File: src/rtl/trap_pkg.sv
// Shared constants for the machine-mode trap controller:
// CSR addresses, CSR op encodings, FSM states, mstatus bit positions.
package trap_pkg;

    localparam logic [11:0] CSR_MSTATUS  = 12'h300;
    localparam logic [11:0] CSR_MIE      = 12'h304;
    localparam logic [11:0] CSR_MTVEC    = 12'h305;
    localparam logic [11:0] CSR_MSCRATCH = 12'h340;
    localparam logic [11:0] CSR_MEPC     = 12'h341;
    localparam logic [11:0] CSR_MCAUSE   = 12'h342;
    localparam logic [11:0] CSR_MIP      = 12'h344;

    localparam int MSTATUS_MIE  = 3;
    localparam int MSTATUS_MPIE = 7;

    typedef enum logic [1:0] {
        OP_READ  = 2'd0,
        OP_WRITE = 2'd1,
        OP_SET   = 2'd2,
        OP_CLEAR = 2'd3
    } csr_op_e;

    typedef enum logic [1:0] {
        ST_IDLE   = 2'd0,
        ST_HANDLE = 2'd1,
        ST_RETURN = 2'd2
    } state_e;

endpackage

File: src/rtl/trap_ctrl_if.sv
// Core-side bundle of the trap controller: exceptions, mret, irq lines,
// CSR requests, and fetch redirects. Core is master, trap_ctrl is slave.
interface trap_ctrl_if #(
    parameter int XLEN    = 32,
    parameter int NUM_IRQ = 8
);
    logic               exc_valid;
    logic [XLEN-1:0]    exc_cause;
    logic [XLEN-1:0]    pc_actual;
    logic               mret;
    logic [NUM_IRQ-1:0] irq;
    logic               csr_op_valid;
    logic [1:0]         csr_op_type;
    logic [11:0]        csr_op_addr;
    logic [XLEN-1:0]    csr_op_wdata;
    logic [XLEN-1:0]    csr_op_rdata;
    logic               csr_op_done;
    logic               csr_op_illegal;
    logic               trap_take;
    logic [XLEN-1:0]    trap_vector;
    logic               ret_take;
    logic [XLEN-1:0]    mepc_out;
    logic               exception_handling_flag;

    modport master (
        output exc_valid, exc_cause, pc_actual, mret, irq,
        output csr_op_valid, csr_op_type, csr_op_addr, csr_op_wdata,
        input  csr_op_rdata, csr_op_done, csr_op_illegal,
        input  trap_take, trap_vector, ret_take, mepc_out,
        input  exception_handling_flag
    );

    modport slave (
        input  exc_valid, exc_cause, pc_actual, mret, irq,
        input  csr_op_valid, csr_op_type, csr_op_addr, csr_op_wdata,
        output csr_op_rdata, csr_op_done, csr_op_illegal,
        output trap_take, trap_vector, ret_take, mepc_out,
        output exception_handling_flag
    );
endinterface

File: src/rtl/trap_ctrl_irq_prio_enc.sv
// Fixed-priority encoder: lowest set request index wins.
module irq_prio_enc #(
    parameter int N = 8
) (
    input  logic [N-1:0] req,
    output logic         valid,
    output logic [3:0]   idx
);
    always_comb begin
        valid = |req;
        idx   = '0;
        for (int i = N - 1; i >= 0; i--) begin
            if (req[i]) idx = 4'(i);
        end
    end
endmodule

File: src/rtl/trap_ctrl.sv
// Machine-mode trap controller with NUM_IRQ prioritised interrupts.
// Optional mscratch CSR enabled by defining TRAP_MSCRATCH_EN.
module trap_ctrl
    import trap_pkg::*;
#(
    parameter int              XLEN        = 32,
    parameter int              NUM_IRQ     = 8,
    parameter int              IRQ_BASE    = 16,
    parameter logic [XLEN-1:0] RESET_MTVEC = '0
) (
    input logic        clk,
    input logic        rst,
    trap_ctrl_if.slave bus
);
    logic [XLEN-1:0]    mstatus, mie, mtvec, mepc, mcause, mip;
`ifdef TRAP_MSCRATCH_EN
    logic [XLEN-1:0]    mscratch;
`endif
    state_e             state;
    logic [XLEN-1:0]    irq_vec, base, old, nv;
    logic [XLEN-1:0]    int_cause, int_vec;
    logic [NUM_IRQ-1:0] pend;
    logic               pend_valid;
    logic [3:0]         pend_idx;
    logic               known, we, int_req, active;
    logic               take_exc, take_int, do_ret, csr_acc;
    csr_op_e            op;

    irq_prio_enc #(.N(NUM_IRQ)) u_enc (
        .req   (pend),
        .valid (pend_valid),
        .idx   (pend_idx)
    );

    always_comb begin
        irq_vec = '0;
        irq_vec[IRQ_BASE +: NUM_IRQ] = bus.irq;
    end

    assign pend      = mip[IRQ_BASE +: NUM_IRQ] & mie[IRQ_BASE +: NUM_IRQ];
    assign int_req   = mstatus[MSTATUS_MIE] & pend_valid;
    assign int_cause = XLEN'(IRQ_BASE) + XLEN'(pend_idx);
    assign base      = {mtvec[XLEN-1:2], 2'b00};
    assign int_vec   = mtvec[0] ? base + (int_cause << 2) : base;

    assign active   = (state == ST_IDLE) | (state == ST_HANDLE);
    assign take_exc = active & bus.exc_valid;
    assign take_int = (state == ST_IDLE) & ~bus.exc_valid & int_req;
    assign do_ret   = (state == ST_HANDLE) & bus.mret & ~bus.exc_valid;
    assign csr_acc  = active & bus.csr_op_valid
                    & ~take_exc & ~take_int & ~do_ret;
    assign op       = csr_op_e'(bus.csr_op_type);

    always_comb begin
        old   = '0;
        known = 1'b1;
        unique case (1'b1)
            (bus.csr_op_addr == CSR_MSTATUS): old = mstatus;
            (bus.csr_op_addr == CSR_MIE):     old = mie;
            (bus.csr_op_addr == CSR_MTVEC):   old = mtvec;
            (bus.csr_op_addr == CSR_MEPC):    old = mepc;
            (bus.csr_op_addr == CSR_MCAUSE):  old = mcause;
            (bus.csr_op_addr == CSR_MIP):     old = mip;
`ifdef TRAP_MSCRATCH_EN
            (bus.csr_op_addr == CSR_MSCRATCH): old = mscratch;
`endif
            default: known = 1'b0;
        endcase
    end

    always_comb begin
        nv = old;
        unique case (op)
            OP_READ:  nv = old;
            OP_WRITE: nv = bus.csr_op_wdata;
            OP_SET:   nv = old | bus.csr_op_wdata;
            OP_CLEAR: nv = old & ~bus.csr_op_wdata;
        endcase
    end

    // set/clear with a zero mask is a pure read
    assign we = known & ((op == OP_WRITE)
              | (((op == OP_SET) | (op == OP_CLEAR)) & (|bus.csr_op_wdata)));

    always_ff @(posedge clk) begin
        if (rst) begin
            state      <= ST_IDLE;
            mstatus    <= '0;
            mie        <= '0;
            mtvec      <= RESET_MTVEC;
            mepc       <= '0;
            mcause     <= '0;
            mip        <= '0;
`ifdef TRAP_MSCRATCH_EN
            mscratch   <= '0;
`endif
            bus.trap_take      <= 1'b0;
            bus.trap_vector    <= '0;
            bus.ret_take       <= 1'b0;
            bus.mepc_out       <= '0;
            bus.csr_op_done    <= 1'b0;
            bus.csr_op_illegal <= 1'b0;
            bus.csr_op_rdata   <= '0;
            bus.exception_handling_flag <= 1'b0;
        end else begin
            mip                <= irq_vec;
            bus.trap_take      <= 1'b0;
            bus.trap_vector    <= '0;
            bus.ret_take       <= 1'b0;
            bus.mepc_out       <= '0;
            bus.csr_op_done    <= 1'b0;
            bus.csr_op_illegal <= 1'b0;
            bus.csr_op_rdata   <= '0;
            if (take_exc | take_int) begin
                mcause <= take_exc ? bus.exc_cause
                                   : {1'b1, int_cause[XLEN-2:0]};
                mepc   <= {bus.pc_actual[XLEN-1:2], 2'b00};
                mstatus[MSTATUS_MPIE] <= mstatus[MSTATUS_MIE];
                mstatus[MSTATUS_MIE]  <= 1'b0;
                bus.trap_take   <= 1'b1;
                bus.trap_vector <= take_exc ? base : int_vec;
                bus.exception_handling_flag <= 1'b1;
                state <= ST_HANDLE;
            end else if (do_ret) begin
                bus.ret_take <= 1'b1;
                bus.mepc_out <= mepc;
                bus.exception_handling_flag <= 1'b0;
                state <= ST_RETURN;
            end else begin
                if (state == ST_RETURN) begin
                    mstatus[MSTATUS_MIE]  <= mstatus[MSTATUS_MPIE];
                    mstatus[MSTATUS_MPIE] <= 1'b1;
                    state <= ST_IDLE;
                end
                if (csr_acc) begin
                    bus.csr_op_done    <= 1'b1;
                    bus.csr_op_illegal <= ~known;
                    bus.csr_op_rdata   <= old;
                    if (we) begin
                        unique case (1'b1)
                            (bus.csr_op_addr == CSR_MSTATUS): mstatus <= nv;
                            (bus.csr_op_addr == CSR_MIE):     mie     <= nv;
                            (bus.csr_op_addr == CSR_MTVEC):
                                mtvec <= {nv[XLEN-1:2], 1'b0, nv[0]};
                            (bus.csr_op_addr == CSR_MEPC):
                                mepc <= {nv[XLEN-1:2], 2'b00};
                            (bus.csr_op_addr == CSR_MCAUSE):  mcause  <= nv;
`ifdef TRAP_MSCRATCH_EN
                            (bus.csr_op_addr == CSR_MSCRATCH): mscratch <= nv;
`endif
                            default: ;
                        endcase
                    end
                end
            end
        end
    end
endmodule

File: src/flat_wrapper.sv
// flat-port wrapper written by rule: the top's interface ports become plain ports
module trap_ctrl_flat import trap_pkg::*;
#(
    parameter int              XLEN        = 32,
    parameter int              NUM_IRQ     = 8,
    parameter int              IRQ_BASE    = 16,
    parameter logic [XLEN-1:0] RESET_MTVEC = '0
)
  (clk, rst, bus_exc_valid, bus_exc_cause, bus_pc_actual, bus_mret, bus_irq, bus_csr_op_valid, bus_csr_op_type, bus_csr_op_addr, bus_csr_op_wdata, bus_csr_op_rdata, bus_csr_op_done, bus_csr_op_illegal, bus_trap_take, bus_trap_vector, bus_ret_take, bus_mepc_out, bus_exception_handling_flag);
  trap_ctrl_if #(.XLEN(XLEN), .NUM_IRQ(NUM_IRQ)) bus_i ();
  input logic clk;
  input logic rst;
  input wire logic [$bits(bus_i.exc_valid)-1:0] bus_exc_valid;
  input wire logic [$bits(bus_i.exc_cause)-1:0] bus_exc_cause;
  input wire logic [$bits(bus_i.pc_actual)-1:0] bus_pc_actual;
  input wire logic [$bits(bus_i.mret)-1:0] bus_mret;
  input wire logic [$bits(bus_i.irq)-1:0] bus_irq;
  input wire logic [$bits(bus_i.csr_op_valid)-1:0] bus_csr_op_valid;
  input wire logic [$bits(bus_i.csr_op_type)-1:0] bus_csr_op_type;
  input wire logic [$bits(bus_i.csr_op_addr)-1:0] bus_csr_op_addr;
  input wire logic [$bits(bus_i.csr_op_wdata)-1:0] bus_csr_op_wdata;
  output wire logic [$bits(bus_i.csr_op_rdata)-1:0] bus_csr_op_rdata;
  output wire logic [$bits(bus_i.csr_op_done)-1:0] bus_csr_op_done;
  output wire logic [$bits(bus_i.csr_op_illegal)-1:0] bus_csr_op_illegal;
  output wire logic [$bits(bus_i.trap_take)-1:0] bus_trap_take;
  output wire logic [$bits(bus_i.trap_vector)-1:0] bus_trap_vector;
  output wire logic [$bits(bus_i.ret_take)-1:0] bus_ret_take;
  output wire logic [$bits(bus_i.mepc_out)-1:0] bus_mepc_out;
  output wire logic [$bits(bus_i.exception_handling_flag)-1:0] bus_exception_handling_flag;
  assign bus_i.exc_valid = bus_exc_valid;
  assign bus_i.exc_cause = bus_exc_cause;
  assign bus_i.pc_actual = bus_pc_actual;
  assign bus_i.mret = bus_mret;
  assign bus_i.irq = bus_irq;
  assign bus_i.csr_op_valid = bus_csr_op_valid;
  assign bus_i.csr_op_type = bus_csr_op_type;
  assign bus_i.csr_op_addr = bus_csr_op_addr;
  assign bus_i.csr_op_wdata = bus_csr_op_wdata;
  assign bus_csr_op_rdata = bus_i.csr_op_rdata;
  assign bus_csr_op_done = bus_i.csr_op_done;
  assign bus_csr_op_illegal = bus_i.csr_op_illegal;
  assign bus_trap_take = bus_i.trap_take;
  assign bus_trap_vector = bus_i.trap_vector;
  assign bus_ret_take = bus_i.ret_take;
  assign bus_mepc_out = bus_i.mepc_out;
  assign bus_exception_handling_flag = bus_i.exception_handling_flag;
  trap_ctrl #(.XLEN(XLEN), .NUM_IRQ(NUM_IRQ), .IRQ_BASE(IRQ_BASE), .RESET_MTVEC(RESET_MTVEC)) u_core (.clk(clk), .rst(rst), .bus(bus_i));
endmodule
File: config.mk
export PLATFORM = sky130hd
export DESIGN_NAME = trap_ctrl_flat
export DESIGN_NICKNAME = d
export VERILOG_FILES = /design/src/rtl/trap_pkg.sv /design/src/rtl/trap_ctrl_if.sv /design/src/rtl/trap_ctrl_irq_prio_enc.sv /design/src/rtl/trap_ctrl.sv /design/src/flat_wrapper.sv
export SDC_FILE = /design/constraint.sdc
export NUM_CORES = 1
export LEC_CHECK = 0
export ABC_CLOCK_PERIOD_IN_PS = 2420
export BUFFER_PORTS_ARGS = -buffer_cell sky130_fd_sc_hd__buf_4
export CAP_MARGIN = 20
export CORE_MARGIN = 4
export CORE_UTILIZATION = 51
export DETAILED_ROUTE_END_ITERATION = 8
export GPL_ROUTABILITY_DRIVEN = 0
export PLACE_DENSITY_LB_ADDON = 0.1
export SLEW_MARGIN = 20
export SYNTH_ARGS = -nofsm -noshare
export SYNTH_HDL_FRONTEND = slang
export SYNTH_HIERARCHICAL = 1
export SYNTH_SLANG_ARGS = --single-unit
File: constraint.sdc
create_clock -name clk -period 2.42 [get_ports clk]
set_input_delay 0 -clock clk [delete_from_list [all_inputs] [get_ports clk]]
set_output_delay 0 -clock clk [all_outputs]
set_load 0.05 [all_outputs]
==> summary.md <==
| Metric | Value |
|---|---|
| Area of the multi-input gates | `8338 µm²` |
| Worst Path Required | `2.90 ns` |
| Final Instance Area | `20770 µm²` |
| Die footprint | `28650 µm²` |
| Detail Placement HPWL | `38630 µm` |
| Async set-reset flop share out of synthesis | `0%` |
| Port buffer count | `217` |
| Antenna Nets Post-Route | `0` |
| Pleak | `8.154 nW` |
| CTS sink count | `around 260` |
| Rel. slew slack | `19.47%` |
| Largest net degree at the start of global routing | `59` |
| Area leader, netlist | `dfxtp_1` |
| Achievable Freq | `0.3611 GHz` |
| CTS clk-pin slew, worst paths | `0.06 ns` |
| Final hold vios | `0` |
| Final wirelength | `between 60000 and 70000 µm` |
| Final setup fails | `218` |
| Vias in the first global route | `15289` |
| Vias per cell | `approximately 6.9` |
| Failing checks | `DRC, setup timing` |
| DIE HEIGHT | `169.3 µm` |
| Final period util | `114.4%` |
| Placed inst area | `16610 µm²` |
| DR iter-0 viols | `~3000` |
| Crit Path Max Fanout | `10` |
| WL/cell | `around 28 µm` |
| Die width | `169.3 µm` |
| DRC violations left | `8` |
| Initial Utilization | `a little over half` |
| Filler cell count | `approximately 1400` |
| Post-route minimum period | `2.770 ns` |
| CTS Buf Count | `28` |
| WHS Path Cells | `4` |
| Post-route setup TNS | `-43.46 ns` |
| Worst VDD drop | `592.4 µV` |
| H-tree depth | `1` |
| Layout area overhead | `56.60%` |
| Count of different cell masters after synthesis | `85` |
| Core area | `25400 µm²` |
| First-pass GRT wire length | `90230 µm` |
| Syn. warnings | `6` |
| R2R cell count | `15` |
| ANT cells | `0` |
| DRT Pass-1 Iters | `9` |
| Least-Margin Pin Slew | `1.195 ns` |
| Dominant synthesized flop cell | `dfxtp_1` |
| Count of flip-flops with a built-in enable after synthesis | `0` |
| Register area | `around 5300 µm²` |
| Nets | `around 2200` |
| Yosys top cell area share | `39.85%` |
| CP endpoint kind | `flip-flop` |
| Status | `finished with violations` |
| Fraction of layout cells with a size suffix above 1 | `between 30% and 40%` |
| # rows | `58` |
| Cell Area, Synth | `13260 µm²` |
| Synthesized area per cell | `8.468 µm²` |
| Grt total ovfl | `0` |
| RSZ-0062 raised after global routing | `true` |
| PD cells | `519.5 nW/µm²` |
| Io pins | `224` |
| Sequential area share after synthesis | `39.85%` |
| WP data arrival | `about 3.3 ns` |
| Number of max-cap violations | `0` |
| Longest Clk Path Bufs | `3` |
| Clock Root Buffer | `clkbuf_16` |
| Clk_lat worst skew | `0.57 ns` |
| Synth area leaders | `dfxtp_1, a211oi_1, nor2_1` |
| Pins Over Slew Limit | `0` |
| Final WS setup | `-0.3496 ns` |
| Clk_skew | `roughly 0.017 ns` |
| Vias | `between 15000 and 20000` |
| Synthesized flop and latch total | `about 260` |
| Total GRT Usage | `40.35%` |
| CTS tree | `built` |
| Synth Instances | `1566` |
| Setup WS pre-CTS | `-0.3542 ns` |
| CP startpoint kind | `flip-flop` |
| CP Class | `flip-flop to flip-flop` |
| Worst min-delay path category | `input pin to flip-flop` |
| Antenna violations before repair | `2` |
==> timing repair <==
item	4_1_cts	5_1_grt
buffers inserted	43	18
pin swaps	72	81
hold buffers	75	0
hold endpoints to repair	76	0
gates cloned	21	8
endpoints found under the setup margin	173	220
gates resized for setup	145	196
==> through the flow <==
stage	std cells	utilization [%]	power [mW]	hold slack (ns)
6_report	2379	81.76	10.79	0.02832
5_1_grt	2379	81.76	11.00	0.04686
4_1_cts	2363	78.09	10.57	0.003441
3_5_place_dp	2181	65.40	5.843	0.2206
3_3_place_gp	2181	65.40	5.824	0.2235
2_1_floorplan	1569	-	5.245	0.1282
==> cell families after synthesis <==
family,synth area share [%]
xor+xnor,3.038
flops,39.85
other cells,0.05663
buf+inv,5.991
fa+ha+maj,0.6039
mux,1.302
compound gates,24.79
simple gates,24.36
==> cell usage after synthesis, types with 5 or more instances <==
| master | instances |
|---|---|
| buf_1 | 6 |
| a22o_1 | 10 |
| a311o_1 | 7 |
| o211a_1 | 6 |
| nand2_1 | 123 |
| nand3_1 | 20 |
| a211oi_1 | 88 |
| a32oi_1 | 10 |
| o31ai_1 | 5 |
| o21ai_0 | 50 |
| a41oi_1 | 10 |
| mux2i_1 | 15 |
| a221oi_1 | 5 |
| a2bb2oi_1 | 7 |
| clkbuf_1 | 93 |
| a21oi_1 | 87 |
| nand4b_1 | 6 |
| a22oi_1 | 20 |
| a2111oi_0 | 19 |
| nand3b_1 | 53 |
| a31oi_1 | 38 |
| nor3b_1 | 6 |
| o21ai_1 | 5 |
| dfxtp_1 | 264 |
| nor2b_1 | 15 |
| and2_1 | 45 |
| a222oi_1 | 5 |
| nand2b_1 | 11 |
| buf_2 | 32 |
| or3_1 | 7 |
| nand4_1 | 5 |
| buf_4 | 10 |
| o32ai_1 | 5 |
| nor4b_1 | 5 |
| a311oi_1 | 11 |
| xnor2_1 | 45 |
| nor2_1 | 174 |
| nor3_1 | 24 |
| inv_1 | 38 |
| and3_1 | 31 |
| a211oi_2 | 18 |
| nor4_1 | 47 |
==> final timing paths <==
check	from	endpoint	slack, ns
setup / recovery	u_core/mie[17]	u_core/mcause[30]	-0.35
hold / removal	bus_csr_op_wdata[10]	u_core/mepc[10]	0.03
setup reg to reg	u_core/mie[17]	u_core/mcause[30]	-0.35
hold reg to reg	u_core/bus.exception_handling_flag	u_core/bus.exception_handling_flag	0.46
==> metal layers <==
metal	part of all wire (%)	vias up	global-route usage, %	wire length, µm
li1	-	6699	-	-
met1	34	7554	48.24	22220
met2	42	1565	62.63	27980
met3	14	517	12.23	9462
met4	9.6	2	27.13	6341
met5	0.020	-	0	13
==> sequential cells by signal, summed over array words and instances, names as in the netlist, 8 cells and up <==
name                     flops
u_core/bus.csr_op_rdata     32
u_core/mcause               32
u_core/mie                  32
u_core/mstatus              32
u_core/mtvec                31
u_core/bus.mepc_out         30
u_core/bus.trap_vector      30
u_core/mepc                 30
u_core/mip                   8
==> report_power, final <==
| group | internal (mW) | switching (mW) |
|---|---|---|
| clock network | 2.75 | 1.85 |
| registers | 4.45 | 0.0815 |
| logic | 0.709 | 0.940 |
| total | 7.91 | 2.87 |
==> cell type report <==
type                    instances  area share [%]
multi-input cells            1123           40.15
repair buffers                576           26.99
flip-flops and latches        264           25.50
clock buffers                  40           3.928
well taps                     330           1.988
clock inverters                 8          0.7471
inverters                      38          0.6989
==> worst max-delay path, stage by stage (launching register included) <==
cell	delay [ns]
dfxtp_1	0.36
and2_4	0.19
nor2_4	0.04
buf_4	0.14
nand3_4	0.10
nand3b_1	0.12
a21o_1	0.26
buf_4	0.16
buf_6	0.12
buf_12	0.12
buf_12	0.14
o21a_4	0.15
buf_12	0.14
buf_16	0.14
or3_1	0.32
a31oi_1	0.19
==> placed cells by master, fill, tap and decap left out, types with 11 or more instances in the layout <==
master         count
buf_4            402
dfxtp_1          255
nor2_1           138
nand2_1          113
dlygate4sd3_1     75
a211oi_2          66
a21oi_1           60
nand3b_1          53
nor4_1            41
xnor2_1           40
a211oi_1          40
and2_1            37
clkbuf_16         36
buf_12            36
inv_1             35
a31oi_1           35
buf_6             31
and3_1            31
o21ai_1           29
o21ai_0           23
a22oi_1           20
a2111oi_0         19
nor2_4            19
a21oi_2           19
nor2_2            18
nor3_1            17
nand3_1           16
buf_16            15
nor2b_1           13
mux2i_1           12
a311oi_1          11
nand2b_1          11
No activity file was read; power rests on OpenSTA's default activity.
